### src/rtl/fft_pkg.sv
// fft_pkg -- shared types and defaults for the FFT peak scheduler.
//   fsm_state_t    : capture/search controller states
//   *_DEF          : default parameter values for the frame, ADC and magnitude widths
//   FFT_W          : width of the signed sample word fed to the FFT core
//   sample_offset(): offset-binary midpoint for a given ADC width
`timescale 1ns/1ps
package fft_pkg;

  typedef enum logic [2:0] {
    ST_IDLE,
    ST_FILL,
    ST_DRAIN,
    ST_SEARCH,
    ST_DONE
  } fsm_state_t;

  localparam int N_POINTS_DEF  = 1024;
  localparam int AD_W_DEF      = 10;
  localparam int MAG_W_DEF     = 32;
  localparam int SKIP_BINS_DEF = 2;
  localparam int FFT_W         = 16;

  // Offset-binary code that maps to zero after conversion.
  function automatic int sample_offset(input int ad_w);
    return 1 << (ad_w - 1);
  endfunction

  localparam int SAMPLE_OFFSET_DEF = sample_offset(AD_W_DEF);

endpackage

### src/rtl/fft_peak_sched_peak_tracker.sv
// peak_tracker -- running maximum over the magnitude stream of one frame.
//   fft_clk, rst_n : clock, synchronous active-low reset
//   clr            : restart the search (running max 0, index SKIP_BINS)
//   valid, bin, mag: one magnitude beat and its bin number
//   idx_next/max_next : best bin/magnitude including the current beat, so the
//                       caller can capture the final result on the last beat.
// Only bins in [SKIP_BINS, N_POINTS/2) compete; ties keep the lower bin.
`timescale 1ns/1ps
module peak_tracker
  import fft_pkg::*;
#(
  parameter int N_POINTS  = N_POINTS_DEF,
  parameter int MAG_W     = MAG_W_DEF,
  parameter int SKIP_BINS = SKIP_BINS_DEF,
  parameter int BIN_W     = $clog2(N_POINTS)
) (
  input  logic             fft_clk,
  input  logic             rst_n,
  input  logic             clr,
  input  logic             valid,
  input  logic [BIN_W-1:0] bin,
  input  logic [MAG_W-1:0] mag,
  output logic [BIN_W-1:0] idx_next,
  output logic [MAG_W-1:0] max_next
);

  localparam logic [BIN_W-1:0] SKIP_IDX = BIN_W'(SKIP_BINS);
  localparam logic [BIN_W-1:0] HALF_IDX = BIN_W'(N_POINTS / 2);

  logic [BIN_W-1:0] idx_reg;
  logic [MAG_W-1:0] max_reg;
  logic             in_window;

  // Upper half mirrors the lower half for real input, so it never competes.
  assign in_window = (bin >= SKIP_IDX) && (bin < HALF_IDX);

  always_comb begin
    idx_next = idx_reg;
    max_next = max_reg;
    if (clr) begin
      idx_next = SKIP_IDX;
      max_next = '0;
    end else if (valid && in_window && (mag > max_reg)) begin
      idx_next = bin;
      max_next = mag;
    end
  end

  always_ff @(posedge fft_clk) begin
    if (!rst_n) begin
      idx_reg <= SKIP_IDX;
      max_reg <= '0;
    end else begin
      idx_reg <= idx_next;
      max_reg <= max_next;
    end
  end

endmodule

### src/rtl/fft_peak_sched.sv
// fft_peak_sched -- acquires one ADC frame into an FFT core and reports the
// strongest bin of the returned magnitude stream.
//   fft_clk, rst_n        : clock, synchronous active-low reset
//   start                 : one-cycle request to process one frame (IDLE only)
//   ad_data, ad_valid     : offset-binary ADC samples
//   fft_s_t*              : AXI-stream style sample output to the FFT core
//   mag_data/valid/last   : magnitude stream from the FFT back end, bins 0..N-1
//   peak_bin, peak_mag    : result of the last completed frame, held until next
//   done                  : one-cycle result strobe; busy high outside IDLE
//   err_overrun, err_frame: sticky per-frame error flags, cleared on start
// Assumes AD_W < 16.
`timescale 1ns/1ps
module fft_peak_sched
  import fft_pkg::*;
#(
  parameter int N_POINTS  = N_POINTS_DEF,
  parameter int AD_W      = AD_W_DEF,
  parameter int MAG_W     = MAG_W_DEF,
  parameter int SKIP_BINS = SKIP_BINS_DEF,
  parameter int BIN_W     = $clog2(N_POINTS)
) (
  input  logic             fft_clk,
  input  logic             rst_n,
  input  logic             start,
  input  logic [AD_W-1:0]  ad_data,
  input  logic             ad_valid,
  output logic [15:0]      fft_s_tdata,
  output logic             fft_s_tvalid,
  output logic             fft_s_tlast,
  input  logic             fft_s_tready,
  input  logic [MAG_W-1:0] mag_data,
  input  logic             mag_valid,
  input  logic             mag_last,
  output logic [BIN_W-1:0] peak_bin,
  output logic [MAG_W-1:0] peak_mag,
  output logic             done,
  output logic             busy,
  output logic             err_overrun,
  output logic             err_frame
);

  localparam logic [BIN_W-1:0] LAST_IDX = BIN_W'(N_POINTS - 1);
  localparam logic [15:0]      OFFSET16 = 16'(sample_offset(AD_W));

  fsm_state_t       state_reg;
  logic [15:0]      hold_data_reg;
  logic             hold_valid_reg;
  logic             tlast_reg;
  logic [BIN_W-1:0] samp_cnt_reg;
  logic             loaded_all_reg;
  logic [BIN_W-1:0] bin_cnt_reg;
  logic [BIN_W-1:0] peak_bin_reg;
  logic [MAG_W-1:0] peak_mag_reg;
  logic             done_reg;
  logic             err_overrun_reg;
  logic             err_frame_reg;

  logic             xfer;
  logic             take_sample;
  logic [15:0]      conv_sample;
  logic             trk_clr;
  logic             trk_valid;
  logic [BIN_W-1:0] trk_idx_next;
  logic [MAG_W-1:0] trk_max_next;

  // Zero-extend then subtract the midpoint; modulo-2^16 wrap yields the
  // sign-extended two's-complement value directly.
  assign conv_sample = {{(16 - AD_W){1'b0}}, ad_data} - OFFSET16;
  assign xfer        = hold_valid_reg && fft_s_tready;
  // The holding register can accept a sample when empty or emptying this cycle.
  // Once all N samples are loaded, further ADC beats are simply ignored.
  assign take_sample = ad_valid && !loaded_all_reg && (!hold_valid_reg || xfer);

  assign trk_clr   = (state_reg == ST_IDLE) && start;
  assign trk_valid = (state_reg == ST_SEARCH) && mag_valid;

  peak_tracker #(
    .N_POINTS  (N_POINTS),
    .MAG_W     (MAG_W),
    .SKIP_BINS (SKIP_BINS),
    .BIN_W     (BIN_W)
  ) u_peak_tracker (
    .fft_clk  (fft_clk),
    .rst_n    (rst_n),
    .clr      (trk_clr),
    .valid    (trk_valid),
    .bin      (bin_cnt_reg),
    .mag      (mag_data),
    .idx_next (trk_idx_next),
    .max_next (trk_max_next)
  );

  always_ff @(posedge fft_clk) begin
    if (!rst_n) begin
      state_reg       <= ST_IDLE;
      hold_data_reg   <= '0;
      hold_valid_reg  <= 1'b0;
      tlast_reg       <= 1'b0;
      samp_cnt_reg    <= '0;
      loaded_all_reg  <= 1'b0;
      bin_cnt_reg     <= '0;
      peak_bin_reg    <= '0;
      peak_mag_reg    <= '0;
      done_reg        <= 1'b0;
      err_overrun_reg <= 1'b0;
      err_frame_reg   <= 1'b0;
    end else begin
      done_reg <= 1'b0;
      case (state_reg)
        ST_IDLE: begin
          if (start) begin
            state_reg       <= ST_FILL;
            samp_cnt_reg    <= '0;
            loaded_all_reg  <= 1'b0;
            bin_cnt_reg     <= '0;
            hold_valid_reg  <= 1'b0;
            tlast_reg       <= 1'b0;
            err_overrun_reg <= 1'b0;
            err_frame_reg   <= 1'b0;
          end
        end
        ST_FILL: begin
          if (take_sample) begin
            hold_data_reg  <= conv_sample;
            hold_valid_reg <= 1'b1;
            // tlast travels with the sample so it is valid alongside tvalid.
            tlast_reg      <= (samp_cnt_reg == LAST_IDX);
            samp_cnt_reg   <= samp_cnt_reg + 1'b1;
            if (samp_cnt_reg == LAST_IDX) begin
              loaded_all_reg <= 1'b1;
            end
          end else if (xfer) begin
            hold_valid_reg <= 1'b0;
            tlast_reg      <= 1'b0;
          end
          if (ad_valid && !loaded_all_reg && hold_valid_reg && !xfer) begin
            err_overrun_reg <= 1'b1;
          end
          if (xfer && tlast_reg) begin
            state_reg <= ST_DRAIN;
          end
        end
        ST_DRAIN: begin
          bin_cnt_reg <= '0;
          state_reg   <= ST_SEARCH;
        end
        ST_SEARCH: begin
          if (mag_valid) begin
            bin_cnt_reg <= bin_cnt_reg + 1'b1;
            if (mag_last) begin
              if (bin_cnt_reg != LAST_IDX) begin
                err_frame_reg <= 1'b1;
              end
              // Capture through the tracker's next-value path so the final
              // beat is included and the result is visible during DONE.
              peak_bin_reg <= trk_idx_next;
              peak_mag_reg <= trk_max_next;
              done_reg     <= 1'b1;
              state_reg    <= ST_DONE;
            end else if (bin_cnt_reg == LAST_IDX) begin
              err_frame_reg <= 1'b1;
            end
          end
        end
        ST_DONE: begin
          state_reg <= ST_IDLE;
        end
        default: begin
          state_reg <= ST_IDLE;
        end
      endcase
    end
  end

  assign fft_s_tdata  = hold_data_reg;
  assign fft_s_tvalid = hold_valid_reg;
  assign fft_s_tlast  = tlast_reg;
  assign peak_bin     = peak_bin_reg;
  assign peak_mag     = peak_mag_reg;
  assign done         = done_reg;
  assign busy         = (state_reg != ST_IDLE);
  assign err_overrun  = err_overrun_reg;
  assign err_frame    = err_frame_reg;

endmodule

### config.mk
export PLATFORM = sky130hd
export DESIGN_NAME = fft_peak_sched
export DESIGN_NICKNAME = d
export VERILOG_FILES = /design/src/rtl/fft_pkg.sv /design/src/rtl/fft_peak_sched_peak_tracker.sv /design/src/rtl/fft_peak_sched.sv
export SDC_FILE = /design/constraint.sdc
export NUM_CORES = 1
export LEC_CHECK = 0
export CAP_MARGIN = 40
export CORE_AREA = 5 5 121 123
export CTS_CLUSTER_DIAMETER = 120
export CTS_CLUSTER_SIZE = 20
export DETAILED_ROUTE_END_ITERATION = 16
export DIE_AREA = 0 0 126 128
export PLACE_DENSITY = 0.7
export SLEW_MARGIN = 20
export SYNTH_ARGS = -nofsm -noshare
export SYNTH_HDL_FRONTEND = slang
export SYNTH_SLANG_ARGS = --single-unit
### constraint.sdc
create_clock -name fft_clk -period 3.15 [get_ports fft_clk]
set_clock_uncertainty 0.15 [all_clocks]
set_input_delay 0.315 -clock fft_clk [delete_from_list [all_inputs] [get_ports fft_clk]]
set_output_delay 0.315 -clock fft_clk [all_outputs]
set_load 0.005 [all_outputs]
# Word-level counts from Yosys, hierarchy flattened
# Cells that the tools add are included.
classes:
  n_reduce_logical: 30
  eq_ne: 16
  magnitude_cmp: 3
  add_sub_neg: 3
  muxes: 31
op_table:
  columns: ["operator", "count"]
  rows:
  - ["32-bit 2-to-1 mux", 2]
  - ["10-bit 2-to-1 mux", 5]
  - ["32-bit > comparator", 1]
  - ["10-bit case mux with 3 select lines", 1]
  - ["10-bit by 1-bit adder with 10-bit output (second input constant)", 2]
  - ["10-bit equality test (second input constant)", 2]
  - ["10-bit case mux with 2 select lines", 1]
  - ["3-bit AND reduction", 6]
  - ["2-bit inequality test (second input constant)", 7]
  - ["1-bit 2-to-1 mux", 12]
  - ["3-bit 2-to-1 mux", 4]
  - ["3-bit case mux with 4 select lines", 1]
  - ["1-bit logical AND", 11]
  - ["10-bit by 10-bit subtractor with 11-bit output (second input constant)", 1]
  - ["10-bit by 2-bit greater-or-equal comparator with 1-bit output (second input constant)", 1]
  - ["10-bit less-than comparator (second input constant)", 1]
  - ["10-bit inequality test (second input constant)", 1]
  - ["1-bit case mux with 2 select lines", 5]
  - ["4-bit AND reduction", 2]
  - ["3-bit by 2-bit equality test with 1-bit output (second input constant)", 2]
  - ["3-bit by 2-bit inequality test with 1-bit output (second input constant)", 2]
  - ["3-bit nonzero test", 2]
  - ["5-bit AND reduction", 1]
  - ["2-bit nonzero test", 2]
  - ["other kinds (6)", 8]
totals:
  out_inout_bits: 64
  input_bits: 49
  regBits: 129
  elab_cells: 97

# Logic depth before layout (Yosys ltp)
# Gate-level depths: netlist of run 1.
depth:
  ltp_word: 6
  depth_mapped: 10

# Cells and area by module
# From an unflattened synthesis of run 1, not the netlist that was laid out.
hier_totals:
  hier_cells: 833
  hier_area_um2: 6739.0
modules_own_cells:
  columns: ["module", "n_inst", "area_each_um2", "cells_each"]
  rows:
  - ["peak_tracker", 1, 3523.4, 437]
  - ["fft_peak_sched", 1, 3215.6, 396]

# Worst setup path before layout of run 1
# Ideal clock, no wire load.
synth_timing:
  path_type: "reg2reg"
  startpoint: "reg u_peak_tracker.max_reg[27]"
  endpoint: "reg peak_bin_reg[2], in the netlist peak_bin[2]"
  stages_incl_launch_ff: 11
  path_slack_ns: 0.770
  required_time_ns: 2.926
  setup_ns: 0.074
  arrival_time_ns: 2.155
  cell_sequence: "dfxtp_1 > inv_1 > ha_1 > nand4_2 > or4_4 > o21ai_2 > a41o_1 > buf_6 > buf_12 > nand3_2 > a31oi_1"
synth_via:
  elab_chain_cells: 4
synth_lines:
  columns: ["item", "line_no", "text"]
  rows:
  - ["start, declared", "fft_peak_sched_peak_tracker.sv:31", "logic [MAG_W-1:0] max_reg;"]
  - ["start signal, assigned", "fft_peak_sched_peak_tracker.sv:55", "max_reg <= max_next;"]
  - ["32-bit > comparator", "fft_peak_sched_peak_tracker.sv:43", "end else if (valid && in_window && (mag > max_reg)) begin"]
  - ["1-bit logical AND", "fft_peak_sched_peak_tracker.sv:43", null]
  - ["10-bit 2-to-1 mux", "fft_peak_sched_peak_tracker.sv:43", null]
  - ["10-bit 2-to-1 mux", "fft_peak_sched_peak_tracker.sv:40", "if (clr) begin"]
  - ["end signal, assigned", "fft_peak_sched.sv:156", "peak_bin_reg <= trk_idx_next;"]
  - ["end, declared", "fft_peak_sched.sv:52", "logic [BIN_W-1:0] peak_bin_reg;"]
# No other way between the ends.
# A chain may end at the register's enable or synchronous reset.

# Worst setup path after layout of run 1
layout_timing:
  startpoint: "reg u_peak_tracker.max_reg[30]"
  endpoint: "reg peak_mag_reg[0], in the netlist peak_mag[0]"
layout_via:
  elab_chain_cells: 4
layout_lines:
  columns: ["item", "line_no", "text"]
  rows:
  - ["32-bit > comparator", "fft_peak_sched_peak_tracker.sv:43", null]
  - ["1-bit logical AND", "fft_peak_sched_peak_tracker.sv:43", null]
  - ["32-bit 2-to-1 mux", "fft_peak_sched_peak_tracker.sv:43", null]
  - ["32-bit 2-to-1 mux", "fft_peak_sched_peak_tracker.sv:40", null]
  - ["end signal, assigned", "fft_peak_sched.sv:157", "peak_mag_reg <= trk_max_next;"]
  - ["end, declared", "fft_peak_sched.sv:53", "logic [MAG_W-1:0] peak_mag_reg;"]
# No other way between the ends.

==> run metrics, run 1 <==
status=finished clean; first-pass GRT wire length=26.0 mm; register share of total power=0.417; DPL Wire Length=10.7 mm; delay-heaviest family, CP=compound AO/OA/AOI/OAI gates; Avg Synthesized Cell Area=8.91 µm²; Root Driver=clkbuf_16; Clock Path Buffers=2; sw frac=0.209; Int Power=2.99 mW; post-placement cell count=926; synthesis-to-finish area growth=32.2%; crit-path max FO=26; Most used DFF post-synth=dfxtp_1; Syn Nets=744; unrepaired setup endpoints after global routing=no; mux cell area share after synthesis=0.0170; met1 Usage GRT=0.241; via count=5294; Final #Nets=849; DR iter-0 viols=405; drt drc=0; Post-Synth Adder-Cell Area=0.0744; Worst Reg-to-Reg Cells=10; Rows=43; worst-margin pin slew=781 ps; static leakage=2.75 nW; CP max stage delay=530 ps; router iterations before antenna repair=5; cell area after synthesis=5880 µm²; max_cap viols=0; design area=7780 µm²; top cell type's share of synthesized area=0.419; H-tree depth=4; hold path startpoint=rst_n; YS warnings=0; most common cell in the netlist=dfxtp_1; crit-path cells=inv_1 > ha_1 > nand4_2 > buf_4 > or4_4 > o21ai_2 > a41oi_4 > buf_16 > o21ai_0 > a31oi_1; max frequency=338 MHz; Netlist cell types=51; Comb pwr share=0.061; GR Layer Usage met2=0.321; Via density=5.53; Power Dens Cells=485 nW/µm²; Mapped Cells=660; Worst-Skew Late Latency=410 ps; main area contributors after synthesis=dfxtp_1, ha_1, o21ai_0, a21oi_1, nand3_2; Final min period=2960 ps; Inserted Diodes=0; Final Util=0.574; critical path required time=3260 ps; Arr. time, crit path=3070 ps; final setup margin=189 ps; Starting Density=0.434; R2R Path Start=u_peak_tracker.max_reg[30]; share of flip-flops with an asynchronous set or reset=0; Top Usage Layer GRT=met2; Min-Delay Path Depth=2; FF-to-FF setup slack=190 ps; Post-Layout Cell Count=958; Final Slew Violations=0; post-synthesis xor/xnor area fraction=0.0149; Wirelength per Cell=16.4 µm; largest net degree at the start of global routing=52; CTS clk-pin slew, worst paths=50 ps; final setup violation count=0; Final Hold Vio Count=0; Crit-path slowest cell=or4_4; setup tns final=0 ps; clock power share=0.522; ANT nets after route=0; largest area contributor in the netlist=dfxtp_1; NetSw=789 µW; final wirelength=15.7 mm; DP Worst Slack=-146 ps; Synth Area in Compound Gates=0.215; CP endpoint kind=flop; gr ovfl total=0; TritonCTS Sinks=123; DIE WIDTH=126 µm; Synth Area in Simple Gates=0.186; Worst Hold Slack=217 ps; synthesized flop and latch total=123; vias in the first global route=5227; post-CTS setup buffer count=0; met3 usage=0.0704; most common library cells after synthesis=dfxtp_1, o21ai_0, a21oi_1; placed cell areas=7180 µm²; r2r endpoint=peak_mag[0]; critical path class=reg -> reg; core area=13600 µm²; post-synthesis sequential area ratio=0.419; Boundary Pins=113; die area=16100 µm²; Slew headroom=0.477; Final period util=0.940; Hold Path Class=in -> reg; Num CTS Buffers=17; largest family of logic cells by synthesized area=compound AO/OA/AOI/OAI gates; antenna violations before repair=0; worst vdd ir=0.462 mV; CP startpoint kind=flop; I/O Buffers=112; Tot Pwr=3.78 mW; Post-synth EDFFs=0; CTS tree=built; Filler Cell Count=1166; Hold Crit Endpoint=u_peak_tracker.idx_reg[1]; RePlAce Congestion=0.832; layout cell share with drive strength beyond 1=0.121; Die Height=128 µm; Critical path buffers and inverters=3; Total Routing Usage GR=0.197
per-layer routing:
layer / vias to the layer above / wire length [µm] / part of all wire
met1: 2472 / 6820 / 0.43
met2: 194 / 7370 / 0.47
met4: 0 / 236 / 0.015
li1: 2609 / - / -
met3: 19 / 1260 / 0.080
met5: - / 0 / 0
power groups by stage:
stage | logic, mW | clock network, mW | registers (mW)
finish | 0.231 | 1.97 | 1.57
global route | 0.252 | 2.08 | 1.57
CTS | 0.231 | 2.00 | 1.57
detailed placement | 0.228 | 0 | 1.61
global placement | 0.225 | 0 | 1.61
floorplan | 0.104 | 0 | 1.60
area by class of cell:
| type | instances | area (µm²) | share of cell area |
|---|---|---|---|
| tap | 180 | 225 | 0.0290 |
| timing repair buffer | 135 | 1360 | 0.175 |
| inverter | 37 | 139 | 0.0179 |
| multi-input combinational | 451 | 2990 | 0.385 |
| sequential | 123 | 2460 | 0.317 |
| clock buffer | 24 | 482 | 0.0619 |
| clock inverter | 8 | 115 | 0.0148 |
placed cells by master, fill, tap and decap left out, drive strengths merged, types with 2 or more instances in the layout:
cell type,count
a21oi,66
nand4b,2
and2,4
a21boi,2
ha,35
and3,8
o31a,2
xor2,8
or3,7
nand3,59
nor2b,14
nand4,13
nor4,3
or4,2
dfxtp,123
nor4b,2
bufinv,3
a31oi,39
mux2i,10
clkbuf,24
buf,24
o21ai,96
a41o,3
nand2b,3
nor3,4
clkinv,5
inv,37
o211ai,6
nor2,19
clkdlybuf4s50,111
and4,5
nand2,26
xnor2,2
cell families (layout without fill, tap and decap cells):
kind of cell	count (synthesis)	after routing
simple gates	173	173
buf+inv	86	204
mux	10	10
flops	123	123
xor+xnor	10	10
fa+ha+maj	35	35
compound gates	223	223
what timing repair did:
item	CTS	global route
resized for setup	0	0
hold buffers	0	0
endpoints found under the setup margin	0	1
endpoints found under the hold margin	0	0
worst max path at each step:
stage / start / end / depth (start not counted)
finish: u_peak_tracker.max_reg[30] / peak_mag[0] / 10
global route: u_peak_tracker.max_reg[30] / peak_mag[3] / 10
CTS: u_peak_tracker.max_reg[30] / peak_mag[0] / 8
detailed placement: mag_data[31] / peak_mag[0] / 8
global placement: mag_data[29] / peak_mag[21] / 7
floorplan: u_peak_tracker.max_reg[27] / peak_bin[2] / 10
(Power assumes the default switching activity.)
==> inputs of run 2 (changes only) <==
Settings changed: CORE_AREA 5 5 121 123 to 5 5 129 131, DIE_AREA 0 0 126 128 to 0 0 134 136, DONT_BUFFER_PORTS set to 1, PLACE_DENSITY 0.7 to not set, SYNTH_HIERARCHICAL set to 1.
==> run 2 against run 1 <==
  * Clock-buffer cell count shrank 4
  * Register-to-register slack better by 190 ps
  * Sequential share of layout area shrank 0.63 points
  * First-iteration DRC count shrank 24%
  * Area after synthesis rose by 15%
  * Highest routed layer unchanged
==> run metrics, run 2 <==
via count=5487; core area=15500 µm²; CP endpoint kind=flop; share of flip-flops with an asynchronous set or reset=0; Clock Path Buffers=2; antenna violations before repair=0; Starting Density=0.435; delay-heaviest family, CP=simple AND/OR/NAND/NOR gates; CP dominant cell by count=a21oi_1; Final min period=2770 ps; Final period util=0.880; CP startpoint kind=flop; Inserted Diodes=0; synthesized flop and latch total=123; unrepaired setup endpoints after global routing=no; max_cap viols=0; Arr. time, crit path=2970 ps; Mapped Cells=833; H-tree depth=4; static leakage=2.58 nW; main area contributors after synthesis=dfxtp_1, mux2i_1, nand2_1, nand2b_1, ha_1; Wirelength per Cell=15.1 µm; Final Slew Violations=0; router iterations before antenna repair=4; CTS tree=built; Worst-Skew Late Latency=420 ps; layout cell share with drive strength beyond 1=0.0634; most common library cells after synthesis=nand2_1, dfxtp_1, mux2i_1; Crit-path slowest cell=or3_1; worst vdd ir=0.405 mV; DR iter-0 viols=307; most frequent cells in the layout=nand2_1, dfxtp_1, mux2i_1; vias in the first global route=5199; Multi-input gate area=3840 µm²; Power Dens Cells=490 nW/µm²; CP max stage delay=430 ps; Hold Path Class=in -> reg; Int Power=3.03 mW; final wirelength=16.0 mm; synthesis-to-finish area growth=17.7%; RePlAce Congestion=0.745; YS warnings=6; crit-path max FO=34; critical path class=reg -> reg; clock power share=0.528; status=finished clean; DIE WIDTH=134 µm; Critical path buffers and inverters=2; Post-synth EDFFs=0; Comb pwr share=0.067; TritonCTS Sinks=123; setup tns final=0 ps; Total Routing Usage GR=0.178; crit-path cells=inv_1 > ha_1 > nand4_1 > or3_1 > a21oi_1 > o31ai_1 > a21oi_4 > buf_12 > mux2i_1 > nand2_1 > a21oi_1; commonest non-fill, non-tap cell in the layout=nand2_1; Die Height=136 µm; max frequency=361 MHz; Final Hold Vio Count=0; Boundary Pins=113; Syn Nets=916; Final #Nets=938; Root Driver=clkbuf_16; Via density=5.18; critical path required time=3350 ps; I/O Buffers=0; post-synthesis sequential area ratio=0.365; Netlist cell types=56; register share of total power=0.405; Slew headroom=0.490; first-pass GRT wire length=26.2 mm; Avg Synthesized Cell Area=8.09 µm²; sw frac=0.222; post-CTS setup buffer count=0; largest area contributor in the netlist=dfxtp_1; NetSw=863 µW; top cell type's share of synthesized area=0.365; DPL Wire Length=10.1 mm; worst-margin pin slew=762 ps; ANT nets after route=0; Num CTS Buffers=17; most common cell in the netlist=nand2_1; Most used DFF post-synth=dfxtp_1; Rows=46; die area=18200 µm²; FF+latch area=2460 µm²; largest net degree at the start of global routing=88; drt drc=0; cell area after synthesis=6740 µm²; Final Util=0.512; final setup violation count=0; CTS clk-pin slew, worst paths=60 ps; Filler Cell Count=1498; gr ovfl total=0
## run 2: cell count changes in the layout (fill, tap and decap cells not counted), moves of 45 or more
| cell | before | now |
|---|---|---|
| dlygate4sd3_1 | 0 | 45 |
| nand2b_1 | 3 | 82 |
| mux2i_1 | 10 | 84 |
| o21ai_0 | 73 | 6 |
| nand2_1 | 26 | 199 |
| clkdlybuf4s50_1 | 111 | 0 |
## run 2: logic make-up (layout without fill, tap and decap cells)
group	count (synthesis)	after routing	share of synthesized area
adders and majority gates	34	34	0.0631
AOI/OAI and AO/OA	127	127	0.111
buffers and inverters	96	131	0.0681
muxes	85	85	0.126
DFF	123	123	0.365
xor gates and xnor gates	3	3	0.00390
and+or+nand+nor	365	365	0.262
## run 2: path summary, 6_finish.rpt
check	end	slack [ps]	cells past startpoint	startpoint
setup / recovery	peak_bin[4]	380	11	u_peak_tracker/max_reg[31]
hold / removal	state_reg[0]	20	3	mag_last
setup reg to reg	peak_bin[4]	380	11	u_peak_tracker/max_reg[31]
hold reg to reg	loaded_all_reg	300	2	loaded_all_reg
## run 2: power groups by stage
stage | clock [mW] | sequential (mW) | combinational (mW)
final | 2.05 | 1.57 | 0.262
after global routing | 2.18 | 1.57 | 0.292
after CTS | 2.11 | 1.57 | 0.263
after detailed placement | 0 | 1.61 | 0.209
after global placement | 0 | 1.61 | 0.207
after floorplan | 0 | 1.61 | 0.171
## run 2: layout make-up
type	count	area share
Clock buffer	20	0.0563
Clock inverter	12	0.0216
Inverter	41	0.0199
Multi-Input combinational cell	614	0.484
Sequential cell	123	0.310
Tap cell	192	0.0303
Timing Repair Buffer	58	0.0774
## run 2: tightest hold or removal path, stage by stage
cell	delay [ps]
nand3_1	60
a2bb2oi_1	60
nor3_1	110
## run 2: metrics by stage
stage          instance area (µm²)  power [mW]  instances  worst slack [ps]  hold slack, ps
3_5_place_dp                  6860        1.82        983               313             267
4_1_cts                       7930        3.94       1060               290          0.0990
5_1_grt                       7930        4.05       1060              88.5            28.7
3_3_place_gp                  6830        1.81        982               406             263
2_1_floorplan                 6740        1.78        833               712             261
6_report                      7930        3.89       1060               379            20.3
## run 2: timing repair
action / CTS / global route
hold buffers: 45 / 0
setup endpoints to repair: 0 / 8
endpoints found under the hold margin: 77 / 0
gates resized for setup: 0 / 2
## run 2: layer usage
metal | part of all wire | vias up | GRT usage
met3 | 0.063 | 12 | 0.0670
li1 | - | 2853 | -
met1 | 0.47 | 2525 | 0.231
met2 | 0.46 | 97 | 0.277
met5 | 0 | - | 0
met4 | 0.0091 | 0 | 0.0549
==> inputs of run 3 (changes only) <==
Clock period 3.15 ns to 2.3 ns, I/O delays scaled along.
==> run 3 against run 2 <==
  * The run now ends with negative setup slack left
  * Register-to-register slack lost 830 ps
  * Design area rose by 16%
  * Combinational power is 61% higher
  * Worst hold slack better by 3.1 ps
  * Sequential share of layout area down 4.1 points
  * Flip-flop and latch count did not move
==> run metrics, run 3 (same netlist as run 2, synthesis figures left out) <==
commonest non-fill, non-tap cell in the layout=nand2_1; unrepaired setup endpoints after global routing=yes; max_cap viols=0; Final min period=2750 ps; hold path startpoint=mag_last; Clock Path Buffers=2; Comb pwr share=0.081; met3 usage=0.0625; core area=15500 µm²; DR iter-0 viols=295; Power Dens Cells=567 nW/µm²; most frequent cells in the layout=nand2_1, dfxtp_1, nand2b_1; Starting Density=0.435; Hold Crit Endpoint=state_reg[2]; Die Height=136 µm; Worst-Skew Late Latency=410 ps; final setup margin=-454 ps; Int Power=4.04 mW; final wirelength=18.6 mm; setup tns final=-27380 ps; Total Routing Usage GR=0.199; synthesis-to-finish area growth=36.7%; first-pass GRT wire length=29.4 mm; CP endpoint kind=flop; CTS clk-pin slew, worst paths=60 ps; Final period util=1.20; FF-to-FF setup slack=-450 ps; max frequency=363 MHz; Final Util=0.595; NetSw=1.18 mW; antenna violations before repair=1; Hold Path Class=in -> reg; worst vdd ir=0.477 mV; Wirelength per Cell=16.1 µm; CP startpoint kind=flop; Crit-path slowest cell=a221o_1; Min-Delay Path Depth=3; I/O Buffers=0; Final Hold Vio Count=0; Slew headroom=0.495; Arr. time, crit path=2930 ps; router iterations before antenna repair=5; Tot Pwr=5.22 mW; Boundary Pins=113; layout cell share with drive strength beyond 1=0.223; Final #Nets=1036; R2R Path Start=u_peak_tracker/max_reg[23]; Via density=5.35; TritonCTS Sinks=123; Top Usage Layer GRT=met2; Worst Reg-to-Reg Cells=12; via count=6195; critical path required time=2470 ps; worst-margin pin slew=756 ps; H-tree depth=4; drt drc=0; clock power share=0.506; largest net degree at the start of global routing=88; CP max stage delay=410 ps; sw frac=0.226; status=complete, but fails checks; crit-path cells=inv_2 > ha_4 > a211oi_2 > o21ai_1 > a221o_1 > o31ai_4 > a21oi_4 > buf_4 > buf_6 > buf_4 > buf_6 > nor4bb_1; register share of total power=0.413; DIE WIDTH=134 µm; RePlAce Congestion=0.821; static leakage=3.18 nW; Root Driver=clkbuf_16; crit-path max FO=4; met1 Usage GRT=0.226; final setup violation count=84; Final Slew Violations=0; Rows=46; failing checks=negative setup slack; vias in the first global route=6223; Num CTS Buffers=17; ANT nets after route=0; die area=18200 µm²; GR Layer Usage met2=0.346; DPL Wire Length=11.6 mm; gr ovfl total=0; critical path class=reg -> reg; r2r endpoint=u_peak_tracker/idx_reg[9]; CTS tree=built
==> run 3: repair_timing <==
action / in CTS / in global routing
setup endpoints to repair: 84 / 85
gates cloned: 2 / 0
pin swaps: 14 / 17
endpoints found under the hold margin: 90 / 0
gates resized for setup: 50 / 50
setup buffers: 18 / 19
hold buffers: 47 / 0
==> run 3: layer usage <==
layer,vias up,routed length [µm],share of wire
met2,160,9350,0.50
li1,3055,-,-
met1,2946,7820,0.42
met5,-,0,0
met4,0,439,0.024
met3,34,1000,0.054
==> run 3: worst max-delay path by stage <==
stage	from	to	slack [ps]	cells after the start
CTS	u_peak_tracker/max_reg[30]	peak_mag[11]	-380	12
floorplan	u_peak_tracker/max_reg[26]	peak_mag[0]	-60	12
detailed placement	u_peak_tracker/max_reg[1]	peak_bin[7]	-380	12
global placement	u_peak_tracker/max_reg[21]	peak_bin[4]	-350	14
finish	u_peak_tracker/max_reg[23]	u_peak_tracker/idx_reg[9]	-450	12
global route	u_peak_tracker/max_reg[22]	peak_mag[25]	-500	12
==> run 3: critical path: cells and delay by family (launching register included) <==
kind	cells	cell delay (ps)
compound gates	5	1150
simple gates	1	230
fa+ha+maj	1	250
buf+inv	5	570
flops	1	330
==> run 3: layout make-up <==
cell class | count | area [µm²]
repair buffers | 156 | 1580
fillers | 1299 | 6270
inverters | 41 | 155
clock buffers | 24 | 492
clock inverters | 6 | 87.6
multi-input cells | 614 | 4180
well taps | 192 | 240
diodes | 1 | 2.50
flip-flops and latches | 123 | 2480
==> run 3: stage by stage <==
| step | worst slack [ps] | hold slack [ps] | std cells | area [µm²] |
|---|---|---|---|---|
| 2_1_floorplan | -56.0 | 176 | 833 | 6820 |
| 3_5_place_dp | -380 | 182 | 1051 | 7510 |
| 3_3_place_gp | -355 | 181 | 1051 | 7510 |
| 4_1_cts | -378 | 10.7 | 1145 | 8970 |
| 6_report | -454 | 23.5 | 1157 | 9210 |
| 5_1_grt | -503 | 36.1 | 1157 | 9210 |
==> run 3: power groups by stage <==
stage / clock, mW / combinational [mW] / sequential, mW
2_1_floorplan: 0 / 0.239 / 2.20
3_3_place_gp: 0 / 0.297 / 2.20
3_5_place_dp: 0 / 0.309 / 2.20
4_1_cts: 2.69 / 0.402 / 2.15
5_1_grt: 2.79 / 0.459 / 2.16
6_report: 2.64 / 0.421 / 2.16
